==> config.mk <==
export PLATFORM = sky130hd
export DESIGN_NAME = watch_time_counter
export DESIGN_NICKNAME = d
export VERILOG_FILES = /design/src/rtl/watch_pkg.sv /design/src/rtl/bcd_mod_counter.sv /design/src/rtl/watch_time_counter.sv
export SDC_FILE = /design/constraint.sdc
export NUM_CORES = 1
export LEC_CHECK = 0
export CAP_MARGIN = 10
export CORE_AREA = 2 2 93 95
export CTS_BUF_LIST = sky130_fd_sc_hd__clkbuf_4
export DETAILED_ROUTE_END_ITERATION = 10
export DIE_AREA = 0 0 95 97
export GPL_TIMING_DRIVEN = 0
export SYNTH_ARGS = -nofsm -noshare
export SYNTH_HDL_FRONTEND = slang
export SYNTH_SLANG_ARGS = --single-unit
==> constraint.sdc <==
create_clock -name clk_27Mhz -period 4.17 [get_ports clk_27Mhz]
set_clock_uncertainty 0.2 [all_clocks]
set_input_delay 0.834 -clock clk_27Mhz [delete_from_list [all_inputs] [get_ports clk_27Mhz]]
set_output_delay 0.834 -clock clk_27Mhz [all_outputs]
set_load 0.05 [all_outputs]
==> src/rtl/watch_pkg.sv <==
// Shared types, range limits and BCD helper for the watch time-keeping slice.
// Latency: n/a (declarations only).
// Backpressure: n/a.
// Contents: bcd2_t, SEC_MAX, MIN_MAX, HR24_MAX, HR12_MIN, HR12_MAX, bcd_inc().
package watch_pkg;

  // Two BCD digits packed as {tens, ones}.
  typedef logic [7:0] bcd2_t;

  localparam bcd2_t SEC_MAX  = 8'h59;
  localparam bcd2_t MIN_MAX  = 8'h59;
  localparam bcd2_t HR24_MAX = 8'h23;
  localparam bcd2_t HR12_MIN = 8'h01;
  localparam bcd2_t HR12_MAX = 8'h12;

  // Plain BCD +1 without range limiting; callers handle the wrap themselves so
  // the result never needs to leave a legal digit range.
  function automatic bcd2_t bcd_inc(input bcd2_t v);
    bcd2_t r;
    if (v[3:0] == 4'd9) r = {v[7:4] + 4'd1, 4'd0};
    else                r = {v[7:4], v[3:0] + 4'd1};
    return r;
  endfunction

endpackage

==> src/rtl/bcd_mod_counter.sv <==
// Two-digit BCD counter running min_val..max with synchronous load.
// Latency: val updates on the clock edge where inc/load is sampled; wrap is combinational.
// Backpressure: none; every inc is applied (load has priority over inc).
// Ports: clk, rst (async active-high), inc, load, load_val, max, min_val -> val, wrap.
module bcd_mod_counter
  import watch_pkg::*;
#(
  parameter bcd2_t RST_VAL = 8'h00
) (
  input  logic  clk,
  input  logic  rst,
  input  logic  inc,
  input  logic  load,
  input  bcd2_t load_val,
  input  bcd2_t max,
  input  bcd2_t min_val,
  output bcd2_t val,
  output logic  wrap
);

  // Carry out to the next stage: asserted in the same cycle the wrap is taken.
  assign wrap = inc & (val == max);

  always_ff @(posedge clk or posedge rst) begin
    if (rst) begin
      val <= RST_VAL;
    end else if (load) begin
      val <= load_val;
    end else if (inc) begin
      val <= (val == max) ? min_val : bcd_inc(val);
    end
  end

endmodule

==> src/rtl/watch_time_counter.sv <==
// Time-of-day keeper: advances BCD hh:mm:ss per slow-clock rising edge; set mode adjusts min/hr from debounced buttons.
// Latency: tick_lvl rise before edge N -> sec_bcd/sec_tick at edge N+2; button press applies ~DEBOUNCE_CYCLES+4 cycles after it settles.
// Backpressure: none; ticks are never lost in run mode, and are discarded while set mode is active.
// Ports: clk_27Mhz, rst (async active-high), tick_lvl, set_mode, inc_min, inc_hr -> sec_bcd, min_bcd, hr_bcd, sec_tick, pm.
// Build option: TWELVE_HOUR_EN selects the 12,01..11 hour range with a pm flag; otherwise 00..23 and pm tied 0.
module watch_time_counter
  import watch_pkg::*;
#(
  parameter int DEBOUNCE_CYCLES = 270_000,
  parameter int DB_W            = 19
) (
  input  logic       clk_27Mhz,
  input  logic       rst,
  input  logic       tick_lvl,
  input  logic       set_mode,
  input  logic       inc_min,
  input  logic       inc_hr,
  output logic [7:0] sec_bcd,
  output logic [7:0] min_bcd,
  output logic [7:0] hr_bcd,
  output logic       sec_tick,
  output logic       pm
);

`ifdef TWELVE_HOUR_EN
  localparam bcd2_t HR_MAX = HR12_MAX;
  localparam bcd2_t HR_MIN = HR12_MIN;
  localparam bcd2_t HR_RST = HR12_MAX;
`else
  localparam bcd2_t HR_MAX = HR24_MAX;
  localparam bcd2_t HR_MIN = 8'h00;
  localparam bcd2_t HR_RST = 8'h00;
`endif

  localparam logic [DB_W-1:0] DB_LAST = DB_W'(DEBOUNCE_CYCLES - 1);

  // Synchronisers. tick keeps a third stage so the rising edge is s2 & ~s3.
  logic [2:0] tick_sync;
  logic [1:0] set_sync;
  logic [1:0] min_sync;
  logic [1:0] hr_sync;

  always_ff @(posedge clk_27Mhz or posedge rst) begin
    if (rst) begin
      tick_sync <= '0;
      set_sync  <= '0;
      min_sync  <= '0;
      hr_sync   <= '0;
    end else begin
      tick_sync <= {tick_sync[1:0], tick_lvl};
      set_sync  <= {set_sync[0], set_mode};
      min_sync  <= {min_sync[0], inc_min};
      hr_sync   <= {hr_sync[0], inc_hr};
    end
  end

  logic tick;
  logic set_on;
  logic run_tick;

  assign tick     = tick_sync[1] & ~tick_sync[2];
  assign set_on   = set_sync[1];
  assign run_tick = tick & ~set_on;

  // Debouncers, index 0 = inc_min, index 1 = inc_hr. The counter only runs
  // while the synced level disagrees with the accepted state, so any bounce
  // shorter than DEBOUNCE_CYCLES restarts it. press is a single-cycle pulse
  // on an accepted 0->1 change, so a held button yields one press.
  logic [1:0]           btn_s2;
  logic [1:0]           db_state;
  logic [1:0]           press;
  logic [1:0][DB_W-1:0] db_cnt;

  assign btn_s2 = {hr_sync[1], min_sync[1]};

  always_ff @(posedge clk_27Mhz or posedge rst) begin
    if (rst) begin
      db_state <= '0;
      press    <= '0;
      db_cnt   <= '0;
    end else begin
      for (int i = 0; i < 2; i++) begin
        press[i] <= 1'b0;
        if (btn_s2[i] == db_state[i]) begin
          db_cnt[i] <= '0;
        end else if (db_cnt[i] == DB_LAST) begin
          db_state[i] <= btn_s2[i];
          db_cnt[i]   <= '0;
          press[i]    <= btn_s2[i];
        end else begin
          db_cnt[i] <= db_cnt[i] + 1'b1;
        end
      end
    end
  end

  // Counter chain. The full 23:59:59 carry resolves combinationally through
  // the wrap outputs so all three digits pairs change on the same edge.
  // Minute presses never carry into hours because the hour carry term is
  // gated by run_tick, which is mutually exclusive with set mode.
  logic sec_wrap;
  logic min_wrap;
  logic hr_wrap;
  logic min_inc;
  logic hr_inc;

  assign min_inc = (run_tick & sec_wrap) | (set_on & press[0]);
  assign hr_inc  = (run_tick & sec_wrap & min_wrap) | (set_on & press[1]);

  // Seconds are held at 00 for the whole time set mode is active.
  bcd_mod_counter #(.RST_VAL(8'h00)) u_sec (
    .clk      (clk_27Mhz),
    .rst      (rst),
    .inc      (run_tick),
    .load     (set_on),
    .load_val (8'h00),
    .max      (SEC_MAX),
    .min_val  (8'h00),
    .val      (sec_bcd),
    .wrap     (sec_wrap)
  );

  bcd_mod_counter #(.RST_VAL(8'h00)) u_min (
    .clk      (clk_27Mhz),
    .rst      (rst),
    .inc      (min_inc),
    .load     (1'b0),
    .load_val (8'h00),
    .max      (MIN_MAX),
    .min_val  (8'h00),
    .val      (min_bcd),
    .wrap     (min_wrap)
  );

  bcd_mod_counter #(.RST_VAL(HR_RST)) u_hr (
    .clk      (clk_27Mhz),
    .rst      (rst),
    .inc      (hr_inc),
    .load     (1'b0),
    .load_val (8'h00),
    .max      (HR_MAX),
    .min_val  (HR_MIN),
    .val      (hr_bcd),
    .wrap     (hr_wrap)
  );

  // sec_tick lines up with the edge that makes the new seconds value visible.
  always_ff @(posedge clk_27Mhz or posedge rst) begin
    if (rst) sec_tick <= 1'b0;
    else     sec_tick <= run_tick;
  end

`ifdef TWELVE_HOUR_EN
  // pm flips on every 11 -> 12 step, whether from a carry or a button press.
  logic pm_q;

  always_ff @(posedge clk_27Mhz or posedge rst) begin
    if (rst)                             pm_q <= 1'b0;
    else if (hr_inc && hr_bcd == 8'h11)  pm_q <= ~pm_q;
  end

  assign pm = pm_q;
`else
  assign pm = 1'b0;
`endif

endmodule

==> results.tsv <==
stage	metric	value	unit
clocking	Skew-Pair Late Insertion Delay	0.41	ns
clocking	clk buf depth	2	
routing	drt via density	5.108	
global_route	largest net degree at the start of global routing	60	
placement	placed cell areas	4041	um2
clocking	root buf cell	clkbuf_4	
routing	Remaining DRCs	0	
synth	Yosys warning count	0	
worst_setup_path	Critical Path Start Type	flop	
worst_setup_path	critical path's top delay family	buffers and inverters	
clocking	setup bufs post-CTS	0	
synth	mux cell area share after synthesis	0.9088	%
synth	Post-synth ARST share	100.0	%
timing	RSZ-0062 raised after global routing	no	
min_path	min-delay src	min_sync[0]	
worst_setup_path	crit-path max FO	7	
synth	post-synth top area share	53.13	%
die	Row Count	33	
clocking	# hold bufs at CTS	0	
global_route	Tot GR Track Use	14.66	%
placement	pre-CTS setup slack	1.818	ns
synth	XOR/XNOR Fraction of Synth Area	10.03	%
clocking	Post-CTS Resized	0	
synth	Primary FF master, synth	dfrtp_1	
worst_setup_path	Crit-path slowest cell	clkdlybuf4s50_1	
pwr	combinational group share of total power	4.1	%
timing	fmax	359.3	MHz
final_layout	Layout Nets	403	
synth	Avg Inst Size Synth	10.50	um2
die	Core ar.	8134	um2
final_layout	Synth-to-Final Area Change	18.00	%
worst_setup_path	Arr. time, crit path	1.75	ns
synth	commonest cells in the netlist	dfrtp_1 (76), nor2_1 (47), nand2_1 (32)	
synth	largest cells by area after synthesis	dfrtp_1 (53%), xor2_1 (7.1%), nor2_1 (4.9%)	
synth	cell taking the most area after synthesis	dfrtp_1	
die	chip height	97	um
synth	Syn Nets	361	
worst_setup_path	crit-path max cell delay	0.85	ns
worst_setup_path	r2r startpoint	db_cnt[19]	
min_path	worst hold path class	reg -> reg	
timing	final hold vios	0	
run	Max Cap Violations	0	
synth	number of synthesized flops with an enable pin	0	
pwr	Peak VDD IR	0.0001614	V
die	I/O Pins	32	
pwr	PwrDens	326.2	nW/um2
worst_setup_path	Reg2Reg Setup Slack	1.91	ns
pwr	NetSw	308.7	uW
synth	post-synthesis sequential area ratio	53.13	%
final_layout	fin util	51.93	%
timing	final worst setup slack	1.387	ns
min_path	Worst Hold Depth	0	
worst_setup_path	Stages on worst setup path	1	
routing	DR WL/cell	12.42	um
routing	initial DRC count	95	
global_route	global-route wire length before repair	10760	um
final_layout	share of cells above drive strength 1	7.732	%
timing	Slew headroom	59.49	%
timing	Tcrit/Tclk final	66.74	%
pwr	static leakage	1.908	nW
synth	Seq cells post-synth	76	
clocking	clock slew at reported path FFs	0.12	ns
synth	compound-gate portion of the synthesized area	5.523	%
global_route	grt total ovfl	0	
pwr	Sw Share	22.41	%
pwr	Power Internal	1.069	mW
synth	post-synth cell types	48	
worst_setup_path	worst path cell trace	clkdlybuf4s50_1	
clocking	# H-tree levels	3	
timing	Pins Over Slew Limit	0	
synth	Synth Area in Adders	4.893	%
placement	Detailed Place HPWL	4222	um
status	status	finished, final reports clean	
global_route	initial antenna violation count	0	
routing	antenna-violating nets left	0	
global_route	vias in the first global route	2323	
final_layout	Final Cell Area	4224	um2
min_path	Worst Hold Path EP	min_sync[1]	
clocking	clk sinks	76	
worst_setup_path	WP data required	3.14	ns
die	Initial Util	44.01	%
worst_setup_path	CP Buf/Inv Count	1	
pwr	Sequential Power Share	55.0	%
timing	setup tns final	0	ns
die	chip width	95	um
clocking	CTS tree	done	
timing	# setup viols final	0	
worst_setup_path	WS Path Type	reg -> out	
routing	router iterations before antenna repair	5	
clocking	total CTS buffers	9	
synth	Syn Inst Count	341	
routing	DRT Wirelength	6122	um
worst_setup_path	Worst R2R End	db_cnt[35]	
die	die area	9215	um2
routing	DR vias	2518	
pwr	total power	1.378	mW
worst_setup_path	Worst Setup End Kind	output port	
synth	largest family of logic cells by synthesized area	simple AND/OR/NAND/NOR gates	
placement	GPL Wtd Cong	0.7914	
final_layout	number of diodes	0	
pwr	Clock power frac	40.9	%
synth	simple-gate share of the synthesized area	23.73	%
timing	Final Critical Period	2.783	ns
placement	I/O Buffers	30	
synth	synthesized cell area	3580	um2
timing	Slew @ Worst Pin	0.6013	ns
worst_setup_path	R2R depth	8	
synth	most frequent cell after synthesis	dfrtp_1	
[per-layer routing]
metal	vias to the layer above	GRT usage, %	part of all wire (%)
met2	35	21.33	45
met3	9	2.804	2.5
met1	1218	21.21	51
li1	1256	-	-
met4	0	6.355	1.8
met5	-	0	0
[placed cells by master (no fill, tap or decap), types with 3 or more instances in the layout]
cell             netlist  layout
dfrtp_1               76      76
nor2_1                47      47
nand2_1               32      32
clkdlybuf4s50_1        0      30
xor2_1                29      29
nand3_1               22      22
o21ai_0               15      15
ha_1                  14      14
and3_1                13      13
xnor2_1               12      12
nand4_1               11      11
clkbuf_4               0       9
nor3_1                 8       8
inv_1                  9       8
nand3b_1               3       3
a21o_1                 3       3
nor3b_1                3       3
buf_4                  3       3
and2_1                 3       3
bufinv_16              0       3
[state kept, by name, summed over array words and instances, names as in the netlist, 3 cells and up]
| signal | cells |
|---|---|
| db_cnt | 38 |
| tick_sync | 3 |
| u_hr.val | 8 |
| u_min.val | 8 |
| u_sec.val | 8 |
[per-stage QoR]
stage	instances	hold slack (ns)
6_report	493	0.1611
5_1_grt	493	0.1678
4_1_cts	493	0.1623
3_5_place_dp	477	0.1347
3_3_place_gp	476	0.1350
2_1_floorplan	341	0.1312
[power by group through the flow]
stage	clock (mW)	sequential, mW	combinational, mW
after floorplan	0	0.775	0.0330
after global placement	0	0.771	0.0553
after CTS	0.580	0.757	0.0593
after global routing	0.616	0.759	0.0654
after detailed placement	0	0.771	0.0590
final	0.564	0.757	0.0569
[cell type report]
type	instances	area, um2
timing repair buffer	31	327.8
buffer	4	26.28
inverter	9	36.28
sequential	76	1902
clock inverter	7	115.1
multi-input combinational	252	1618
clock buffer	9	67.56
tap	105	131.4
fill	743	3910
[worst max-delay path by stage]
stage	start	to	slack, ns
after floorplan	rst	db_cnt[0]	1.20
after global placement	rst	db_cnt[28]	-0.12
after detailed placement	u_hr.val[0]	hr_bcd[0]	1.82
after CTS	u_hr.val[0]	hr_bcd[0]	1.35
after global routing	u_hr.val[0]	hr_bcd[0]	1.29
final	u_hr.val[0]	hr_bcd[0]	1.39
[cells by family (layout without fill, tap and decap cells)]
| family | Yosys count | in the layout |
|---|---|---|
| buffers and inverters | 13 | 60 |
| DFF | 76 | 76 |
| and+or+nand+nor | 162 | 162 |
| other | 1 | 1 |
| xor gates and xnor gates | 41 | 41 |
| AOI/OAI and AO/OA | 31 | 31 |
| muxes | 3 | 3 |
| adders and majority gates | 14 | 14 |
Note: power is estimated with default switching activity, not from simulation.
